==> config.mk <==
export PLATFORM = sky130hd
export DESIGN_NAME = shiftreg_arb_ctrl
export DESIGN_NICKNAME = d
export VERILOG_FILES = /design/src/rtl/shiftreg_arb_ctrl.sv
export SDC_FILE = /design/constraint.sdc
export NUM_CORES = 1
export LEC_CHECK = 0
export CORE_MARGIN = 2
export CORE_UTILIZATION = 41
export CTS_CLUSTER_SIZE = 28
export DETAILED_ROUTE_END_ITERATION = 10
export PLACE_DENSITY = 0.81
export SLEW_MARGIN = 20
export SYNTH_ARGS = -nofsm -noshare
export SYNTH_HDL_FRONTEND = slang
export SYNTH_SLANG_ARGS = --single-unit
==> constraint.sdc <==
create_clock -name clk -period 3.05 [get_ports clk]
set_clock_uncertainty 0.05 [all_clocks]
set_input_delay 0.7625 -clock clk [delete_from_list [all_inputs] [get_ports clk]]
set_output_delay 0.7625 -clock clk [all_outputs]
set_load 0.03 [all_outputs]
==> src/rtl/shiftreg_arb_ctrl.sv <==
// Round-robin owner of one load/shift register; optional abort input under SHIFTREG_ARB_CTRL_ABORT_EN.
// Latency: load 1 cycle after accept, done 2+BITWIDTH*CLK_DIV after; rdy held low until IDLE.
module shiftreg_arb_ctrl #(
    parameter int BITWIDTH = 32,
    parameter int CLK_DIV  = 4
) (
    input  logic                clk,
    input  logic                reset,
`ifdef SHIFTREG_ARB_CTRL_ABORT_EN
    input  logic                abort,
`endif
    input  logic                req0_val,
    input  logic [BITWIDTH-1:0] req0_data,
    output logic                req0_rdy,
    input  logic                req1_val,
    input  logic [BITWIDTH-1:0] req1_data,
    output logic                req1_rdy,
    output logic                sr_load_en,
    output logic [BITWIDTH-1:0] sr_load_data,
    output logic                sr_shift_en,
    output logic                sel,
    output logic                busy,
    output logic                done
);

    localparam int DIV_W = (CLK_DIV > 1) ? $clog2(CLK_DIV) : 1;
    localparam int BIT_W = $clog2(BITWIDTH);
    localparam logic [DIV_W-1:0] DIV_MAX = DIV_W'(CLK_DIV - 1);
    localparam logic [BIT_W-1:0] BIT_MAX = BIT_W'(BITWIDTH - 1);

    typedef enum logic [1:0] {S_IDLE, S_LOAD, S_SHIFT, S_DONE} state_t;

    state_t              r_state;
    state_t              w_state_nxt;
    logic [DIV_W-1:0]    r_div;
    logic [BIT_W-1:0]    r_bit;
    logic [BITWIDTH-1:0] r_data;
    logic                r_sel;
    logic                r_last;
    logic                w_abort;
    logic                w_gnt0;
    logic                w_gnt1;
    logic                w_accept;
    logic                w_pulse;
    logic                w_last_pulse;

`ifdef SHIFTREG_ARB_CTRL_ABORT_EN
    assign w_abort = abort;
`else
    assign w_abort = 1'b0;
`endif

    // On a tie the requester that did not win last time is granted.
    assign w_gnt0       = req0_val && (!req1_val || r_last);
    assign w_gnt1       = req1_val && (!req0_val || !r_last);
    assign w_accept     = req0_rdy || req1_rdy;
    assign w_pulse      = (r_div == DIV_MAX);
    assign w_last_pulse = w_pulse && (r_bit == BIT_MAX);

    always_ff @(posedge clk) begin
        if (reset) begin
            r_state <= S_IDLE;
        end else begin
            r_state <= w_state_nxt;
        end
    end

    always_comb begin
        w_state_nxt = r_state;
        case (r_state)
            S_IDLE:  if (w_accept) w_state_nxt = S_LOAD;
            S_LOAD:  w_state_nxt = w_abort ? S_IDLE : S_SHIFT;
            S_SHIFT: begin
                if (w_abort) begin
                    w_state_nxt = S_IDLE;
                end else if (w_last_pulse) begin
                    w_state_nxt = S_DONE;
                end
            end
            S_DONE:  w_state_nxt = S_IDLE;
            default: w_state_nxt = S_IDLE;
        endcase
    end

    always_comb begin
        req0_rdy     = 1'b0;
        req1_rdy     = 1'b0;
        sr_load_en   = 1'b0;
        sr_shift_en  = 1'b0;
        busy         = 1'b0;
        done         = 1'b0;
        sr_load_data = r_data;
        sel          = r_sel;
        case (r_state)
            S_IDLE: begin
                req0_rdy = w_gnt0 && !reset;
                req1_rdy = w_gnt1 && !reset;
            end
            S_LOAD: begin
                busy       = 1'b1;
                sr_load_en = !w_abort;
            end
            S_SHIFT: begin
                busy        = 1'b1;
                sr_shift_en = w_pulse && !w_abort;
            end
            S_DONE: begin
                busy = 1'b1;
                done = 1'b1;
            end
            default: ;
        endcase
    end

    // Counters only run in SHIFT; the final pulse wraps both back to zero.
    always_ff @(posedge clk) begin
        if (reset || r_state != S_SHIFT || w_abort) begin
            r_div <= '0;
            r_bit <= '0;
        end else if (w_pulse) begin
            r_div <= '0;
            r_bit <= (r_bit == BIT_MAX) ? '0 : r_bit + 1'b1;
        end else begin
            r_div <= r_div + 1'b1;
        end
    end

    always_ff @(posedge clk) begin
        if (reset) begin
            r_data <= '0;
            r_sel  <= 1'b0;
            r_last <= 1'b1;
        end else if (w_accept) begin
            r_data <= w_gnt1 ? req1_data : req0_data;
            r_sel  <= w_gnt1;
            r_last <= w_gnt1;
        end
    end

endmodule
==> key figures, run 1 <==
Logic synthesis
  • Post-synthesis adder-cell area fraction: 4.469%
  • Syn Nets: 323
  • Synth Area in Simple Gates: 17.82%
  • Synth Area in XOR/XNOR: 0.3911%
  • Most area-hungry cell type in the Yosys netlist: dfxtp_1
  • Synthesized area per cell: 9.067 um2
  • Register area share after synthesis: 38.44%
  • Cells after Synth: 247
  • Synth Register Bits: 43
  • Mux cell area share after synthesis: 1.341%
  • Synth unique cells: 33
  • Synth top area share: 38.44%
  • Synth Warn #: 0
  • Mapped cell area: 2240 um2
  • Largest family of logic cells by synthesized area: compound AO/OA/AOI/OAI gates
  • Compound-Gate Fraction of Synth Area: 31.40%
  • Synth top area cells: dfxtp_1, a311oi_2, nand2_1

Timing
  • Relative slew margins: 61.30%
  • Final slew viol count: 0
  • Hold Violations, Final: 0
  • Setup TNS: 0 ps
  • Least-Margin Pin Slew: 580.4 ps
  • Final Cycle Share: 88.01%
  • Peak Freq: 372.5 MHz
  • RSZ-0062 raised after global routing: no
  • Min Tclk post-route: 2684 ps
  • Final Setup Violations: 0

Clock network
  • CTS tree: yes
  • Post-CTS Hold Buffers: 0
  • Clk sink count: 43
  • Worst-Skew Late Latency: 290 ps
  • Number of setup buffers added after CTS: 0
  • Total CTS buffers: 5
  • H-tree levels: 2
  • CTS resizes: 0
  • Clk buf depth: 2
  • Root Buffer: clkbuf_8
  • Reg clk slew, reported paths: 80 ps

Drt
  • Via count: 2168
  • DRT Pass-1 Iters: 4
  • DRC errors left: 0
  • WL per Instance: 14.39 um
  • First DRT Iteration DRCs: 74
  • DRT Wirelength: 5.945 mm
  • Vias per std cell: 5.249
  • Post-DRT Antenna Nets: 0

Setup path
  • Crit Path Max Fanout: 11
  • Crit path launch type: flip-flop
  • Crit end category: output pin
  • CP max stage delay: 660 ps
  • R2r setup slk: 870 ps
  • Setup crit end: sr_shift_en
  • Kind of critical path: flip-flop to output pin
  • Slowest CP cell: clkdlybuf4s50_1
  • Critical path arrival: 1870 ps
  • Worst-case reg-to-reg path depth: 6
  • CP cell instances: ha_1 > and2_1 > clkdlybuf4s50_1
  • FF-to-FF End: sr_load_data[2]$_SDFFE_PP0P_
  • R2R Path Start: r_state[1]$_SDFFE_PP0P_
  • Worst Setup SP: r_div[0]$_SDFF_PP0_
  • WP data required: 2240 ps

Global route
  • GRT Util Overall: 20.10%
  • First-pass GRT wire length: 9.777 mm
  • Vias in the first global route: 2146
  • Largest net degree at the start of global routing: 39
  • Total congestion overflow: 0
  • Initial antenna violation count: 0

Run status
  • Status: complete, no violations

Die
  • Core area: 5205 um2
  • Die height: 77.91 um
  • Die area: 6070 um2
  • Chip Width: 77.91 um
  • I/O pin total: 107
  • Site Rows: 26
  • Initial core utilization: 43.03%

Cells and area
  • Fill cells: 450
  • N_diodes: 0
  • Layout area overhead: 52.18%
  • Layout cells sized above 1: 14.87%
  • Final net count: 418
  • Commonest non-fill, non-tap cell in the layout: clkdlybuf4s50_1
  • Commonest cells after routing, fill and taps aside: clkdlybuf4s50_1, nand2_1, dfxtp_1

Power
  • Tot Pwr: 2.322 mW
  • Pwr dens: 681.4 nW/um2
  • Worst VDD drop: 0.3584 mV
  • Static Leakage: 1.237 nW

Placement
  • Routability-driven placement congestion ratio: 0.7068
  • DPL Wire Length: 3.844 mm
  • IO Port Bufs: 106

Run
  • Maxcap violations: 0

Hold path
  • Worst hold path type: flip-flop to flip-flop
[cells in the mapped netlist]
library cell,number
a21bo_2,1
a21boi_0,1
a21boi_2,1
a21oi_1,36
a311oi_1,2
a311oi_2,30
a31oi_1,1
and2_1,2
and2_4,1
and3_1,2
buf_2,4
buf_6,4
clkbuf_1,14
clkbuf_2,1
dfxtp_1,43
ha_1,8
inv_1,4
mux2i_1,3
nand2_1,65
nand2b_1,5
nand4_1,1
nor2_1,5
nor2b_1,1
nor3_1,1
nor3b_1,3
nor4bb_1,1
o21a_1,1
o21ai_0,1
o21bai_1,1
or2_1,1
or2_2,1
or3b_2,1
xor2_1,1
[worst min-delay path by stage]
stage / to / slack, ps / from / depth (start not counted)
6_report: r_div[0]$_SDFF_PP0_ / 390 / r_div[0]$_SDFF_PP0_ / 1
3_5_place_dp: r_div[0]$_SDFF_PP0_ / 380 / r_div[0]$_SDFF_PP0_ / 1
4_1_cts: r_div[0]$_SDFF_PP0_ / 390 / r_div[0]$_SDFF_PP0_ / 1
5_1_grt: r_div[0]$_SDFF_PP0_ / 410 / r_div[0]$_SDFF_PP0_ / 1
3_3_place_gp: r_div[0]$_SDFF_PP0_ / 360 / r_div[0]$_SDFF_PP0_ / 1
2_1_floorplan: r_div[0]$_SDFF_PP0_ / 350 / r_div[0]$_SDFF_PP0_ / 1
[cell type report]
class,instances,area (um2),area share [%]
Multi-Input combinational cell,177,1244,36.49
Timing Repair Buffer,111,1101,32.31
Sequential cell,43,860.8,25.26
Clock buffer,8,100.1,2.937
Tap cell,70,87.58,2.570
Inverter,4,15.01,0.4405
[where the power goes]
part | internal [mW] | total, mW | switching (mW)
Combinational | 0.510 | 1.17 | 0.662
Clock | 0.207 | 0.399 | 0.192
Sequential | 0.682 | 0.751 | 0.0691
Total | 1.40 | 2.32 | 0.923
[stage by stage]
stage | util [%] | worst slack (ps) | instance area (um2) | std cells | hold slack [ps]
after floorplan | - | 893.9 | 2240 | 247 | 354.3
after global placement | 63.56 | 425.8 | 3308 | 405 | 364.1
after detailed placement | 63.56 | 426.1 | 3308 | 405 | 378.8
after CTS | 65.48 | 348.5 | 3408 | 413 | 390.1
after global routing | 65.48 | 269.8 | 3408 | 413 | 405.7
final | 65.48 | 365.7 | 3408 | 413 | 386.0
[worst max-delay path, delay by kind of cell (launching register included)]
kind                     cells  cell delay, ps
buffers and inverters        1             660
AND/OR/NAND/NOR              1             190
flip-flops                   1             340
adder cells (fa/ha/maj)      1             380
[metal layers]
metal  vias to the layer above  GRT usage (%)  wire length, um
met4                         0          7.368               93
met2                        80          36.29             3038
li1                       1065              -                -
met1                      1013          22.16             2402
met3                        10          5.930              410
met5                         -              0                0
[flip-flops by register name, summed over array words and instances, names as in the netlist]
name,cells
r_last,1
r_state,2
r_bit,5
sr_load_data,32
sel,1
r_div,2
[logic make-up after synthesis]
kind of cell	count (synthesis)
AOI/OAI and AO/OA	75
xor gates and xnor gates	1
adders and majority gates	8
buffers and inverters	27
DFF	43
muxes	3
and+or+nand+nor	90
(Power assumes the default switching activity.)
==> run 2: changes to the inputs <==
==> constraint.sdc (replaced) <==
create_clock -name clk -period 2.5 [get_ports clk]
set_clock_uncertainty 0.05 [all_clocks]
set_input_delay 0.625 -clock clk [delete_from_list [all_inputs] [get_ports clk]]
set_output_delay 0.625 -clock clk [all_outputs]
set_load 0.03 [all_outputs]
==> key figures, run 2 (same netlist as run 1, synthesis figures left out) <==
Setup path
  • Worst Setup SP: r_state[0]$_SDFFE_PP0P_
  • R2R Path Start: r_state[1]$_SDFFE_PP0P_
  • Crit path launch type: flip-flop
  • Worst-case reg-to-reg path depth: 6 (unchanged)
  • Kind of critical path: flip-flop to output pin
  • Critical path arrival: 1740 ps (-130 ps)
  • Crit Path Max Fanout: 4 (-7)
  • Crit end category: output pin
  • WP data required: 1820 ps (-420 ps)

Placement
  • Dpl cells: 409 (+0.99%)
  • DPL Wire Length: 4.086 mm (+6.3%)
  • Routability-driven placement congestion ratio: 0.7462 (+5.6%)
  • IO Port Bufs: 106 (unchanged)

Global route
  • Vias in the first global route: 2132 (-0.65%)
  • First-pass GRT wire length: 9.390 mm (-4.0%)
  • Total congestion overflow: 0 (unchanged)
  • GRT Util Overall: 19.22% (-0.88 points)
  • Largest net degree at the start of global routing: 39 (unchanged)
  • Initial antenna violation count: 0 (unchanged)

Die
  • Site Rows: 26 (unchanged)
  • Core area: 5205 um2 (unchanged)
  • Die height: 77.91 um (unchanged)
  • Die area: 6070 um2 (unchanged)
  • Initial core utilization: 43.03% (unchanged)
  • I/O pin total: 107 (unchanged)
  • Chip Width: 77.91 um (unchanged)

Cells and area
  • Final net count: 422 (+0.96%)
  • Commonest non-fill, non-tap cell in the layout: clkdlybuf4s50_1
  • FF+latch area: 860.8 um2 (unchanged)
  • Multi-input logic area: 1244 um2 (unchanged)
  • Layout cells sized above 1: 15.61% (+0.74 points)
  • Layout area overhead: 53.18%
  • Fill cells: 467 (+3.8%)
  • Commonest cells after routing, fill and taps aside: clkdlybuf4s50_1, nand2_1, dfxtp_1
  • Final instance count without filler cells: 416 (+0.73%)
  • Util after Layout: 65.91% (+0.43 points)
  • N_diodes: 0 (unchanged)
  • Largest register FFs: 32 (unchanged)

Power
  • Flop pwr share: 31.9% (-0.5 points)
  • Clock power frac: 18.0% (+0.8 points)
  • Worst VDD drop: 0.3377 mV (-5.8%)
  • Int Power: 1.756 mW (+26%)
  • Pwr dens: 838.2 nW/um2 (+23%)
  • NetSw: 1.120 mW (+21%)
  • Sw frac: 38.94% (-0.82 points)
  • Combinational power share: 50.1% (-0.4 points)
  • Static Leakage: 1.270 nW (+2.6%)
  • Tot Pwr: 2.876 mW (+24%)

Clock network
  • Number of setup buffers added after CTS: 0 (unchanged)
  • CTS tree: yes
  • Clk sink count: 43 (unchanged)
  • H-tree levels: 2 (unchanged)
  • CTS resizes: 0 (unchanged)
  • Worst-Skew Late Latency: 290 ps (about the same)
  • Clk buf depth: 2 (unchanged)
  • Root Buffer: clkbuf_8
  • Reg clk slew, reported paths: 70 ps (about the same)
  • Post-CTS Hold Buffers: 0 (unchanged)
  • Total CTS buffers: 5 (unchanged)

Drt
  • Via count: 2136 (-1.5%)
  • DRT Pass-1 Iters: 4 (unchanged)
  • DRC errors left: 0 (unchanged)
  • DRT Wirelength: 5.839 mm (-1.8%)
  • First DRT Iteration DRCs: 86 (+16%)
  • WL per Instance: 14.04 um (-2.5%)
  • Post-DRT Antenna Nets: 0 (unchanged)
  • Vias per std cell: 5.135 (-2.2%)

Run status
  • Status: complete, no violations

Timing
  • Final Cycle Share: 96.77%
  • Hold Violations, Final: 0 (unchanged)
  • RSZ-0062 raised after global routing: no
  • Relative slew margins: 61.67% (+0.36 points)
  • Setup TNS: 0 ps (unchanged)
  • Least-Margin Pin Slew: 575.0 ps (-5.447 ps)
  • Min Tclk post-route: 2419 ps
  • Final Setup Violations: 0 (unchanged)
  • Final slew viol count: 0 (unchanged)
  • Peak Freq: 413.4 MHz

Run
  • Maxcap violations: 0 (unchanged)

Hold path
  • Worst Hold Launch: r_div[0]$_SDFF_PP0_
  • Hold depth: 1 (unchanged)
  • Worst hold path type: flip-flop to flip-flop
-- run 2: layout make-up --
class	instances	area share [%]
flip-flops and latches	43	25.09
inverters	4	0.4376
well taps	70	2.553
clock buffers	6	2.115
repair buffers	115	32.68
clock inverters	1	0.8753
multi-input cells	177	36.25
-- run 2: path summary, 6_finish.rpt --
path | endpoint | slack (ps)
max reg2reg | sr_load_data[3]$_SDFFE_PP0P_ | 470
max | busy | 80
min reg2reg | r_div[0]$_SDFF_PP0_ | 380
min | r_div[0]$_SDFF_PP0_ | 380
-- run 2: critical path, stage by stage, from the launching register on --
cell and delay (ps):
dfxtp_1 400, inv_1 100, ha_1 230, inv_1 70, clkdlybuf4s50_1 670
-- run 2: routing by layer --
layer	vias to the layer above	part of all wire (%)	track usage, %
met1	985	42	21.88
li1	1072	-	-
met2	72	50	33.71
met3	7	7.2	6.047
met4	0	1.3	6.842
met5	-	0	0
-- run 2: metrics by stage --
step | instance area [um2] | hold slack [ps] | setup slack [ps]
6_report | 3431 | 384.9 | 80.74
2_1_floorplan | 2240 | 354.3 | 615.2
3_5_place_dp | 3326 | 377.6 | 134.1
5_1_grt | 3431 | 407.3 | 11.91
4_1_cts | 3428 | 387.8 | 28.99
3_3_place_gp | 3326 | 363.2 | 140.0
-- run 2: power by group through the flow --
stage               Combinational (mW)  Clock, mW  Sequential, mW
CTS                               1.45      0.536           0.917
global placement                  1.43          0           0.926
floorplan                        0.719          0            1.16
detailed placement                1.45          0           0.932
global route                      1.55      0.559           0.939
finish                            1.44      0.517           0.918
==> run 3: changes to the inputs <==
--- a/config.mk
+++ b/config.mk
@@ -9,6 +9,7 @@
 export CORE_UTILIZATION = 41
 export CTS_CLUSTER_SIZE = 28
 export DETAILED_ROUTE_END_ITERATION = 10
+export GPL_ROUTABILITY_DRIVEN = 1
 export PLACE_DENSITY = 0.81
 export SLEW_MARGIN = 20
 export SYNTH_ARGS = -nofsm -noshare
==> results of run 3 <==
The final DEF is identical to that of run 2; final timing and power are the same.
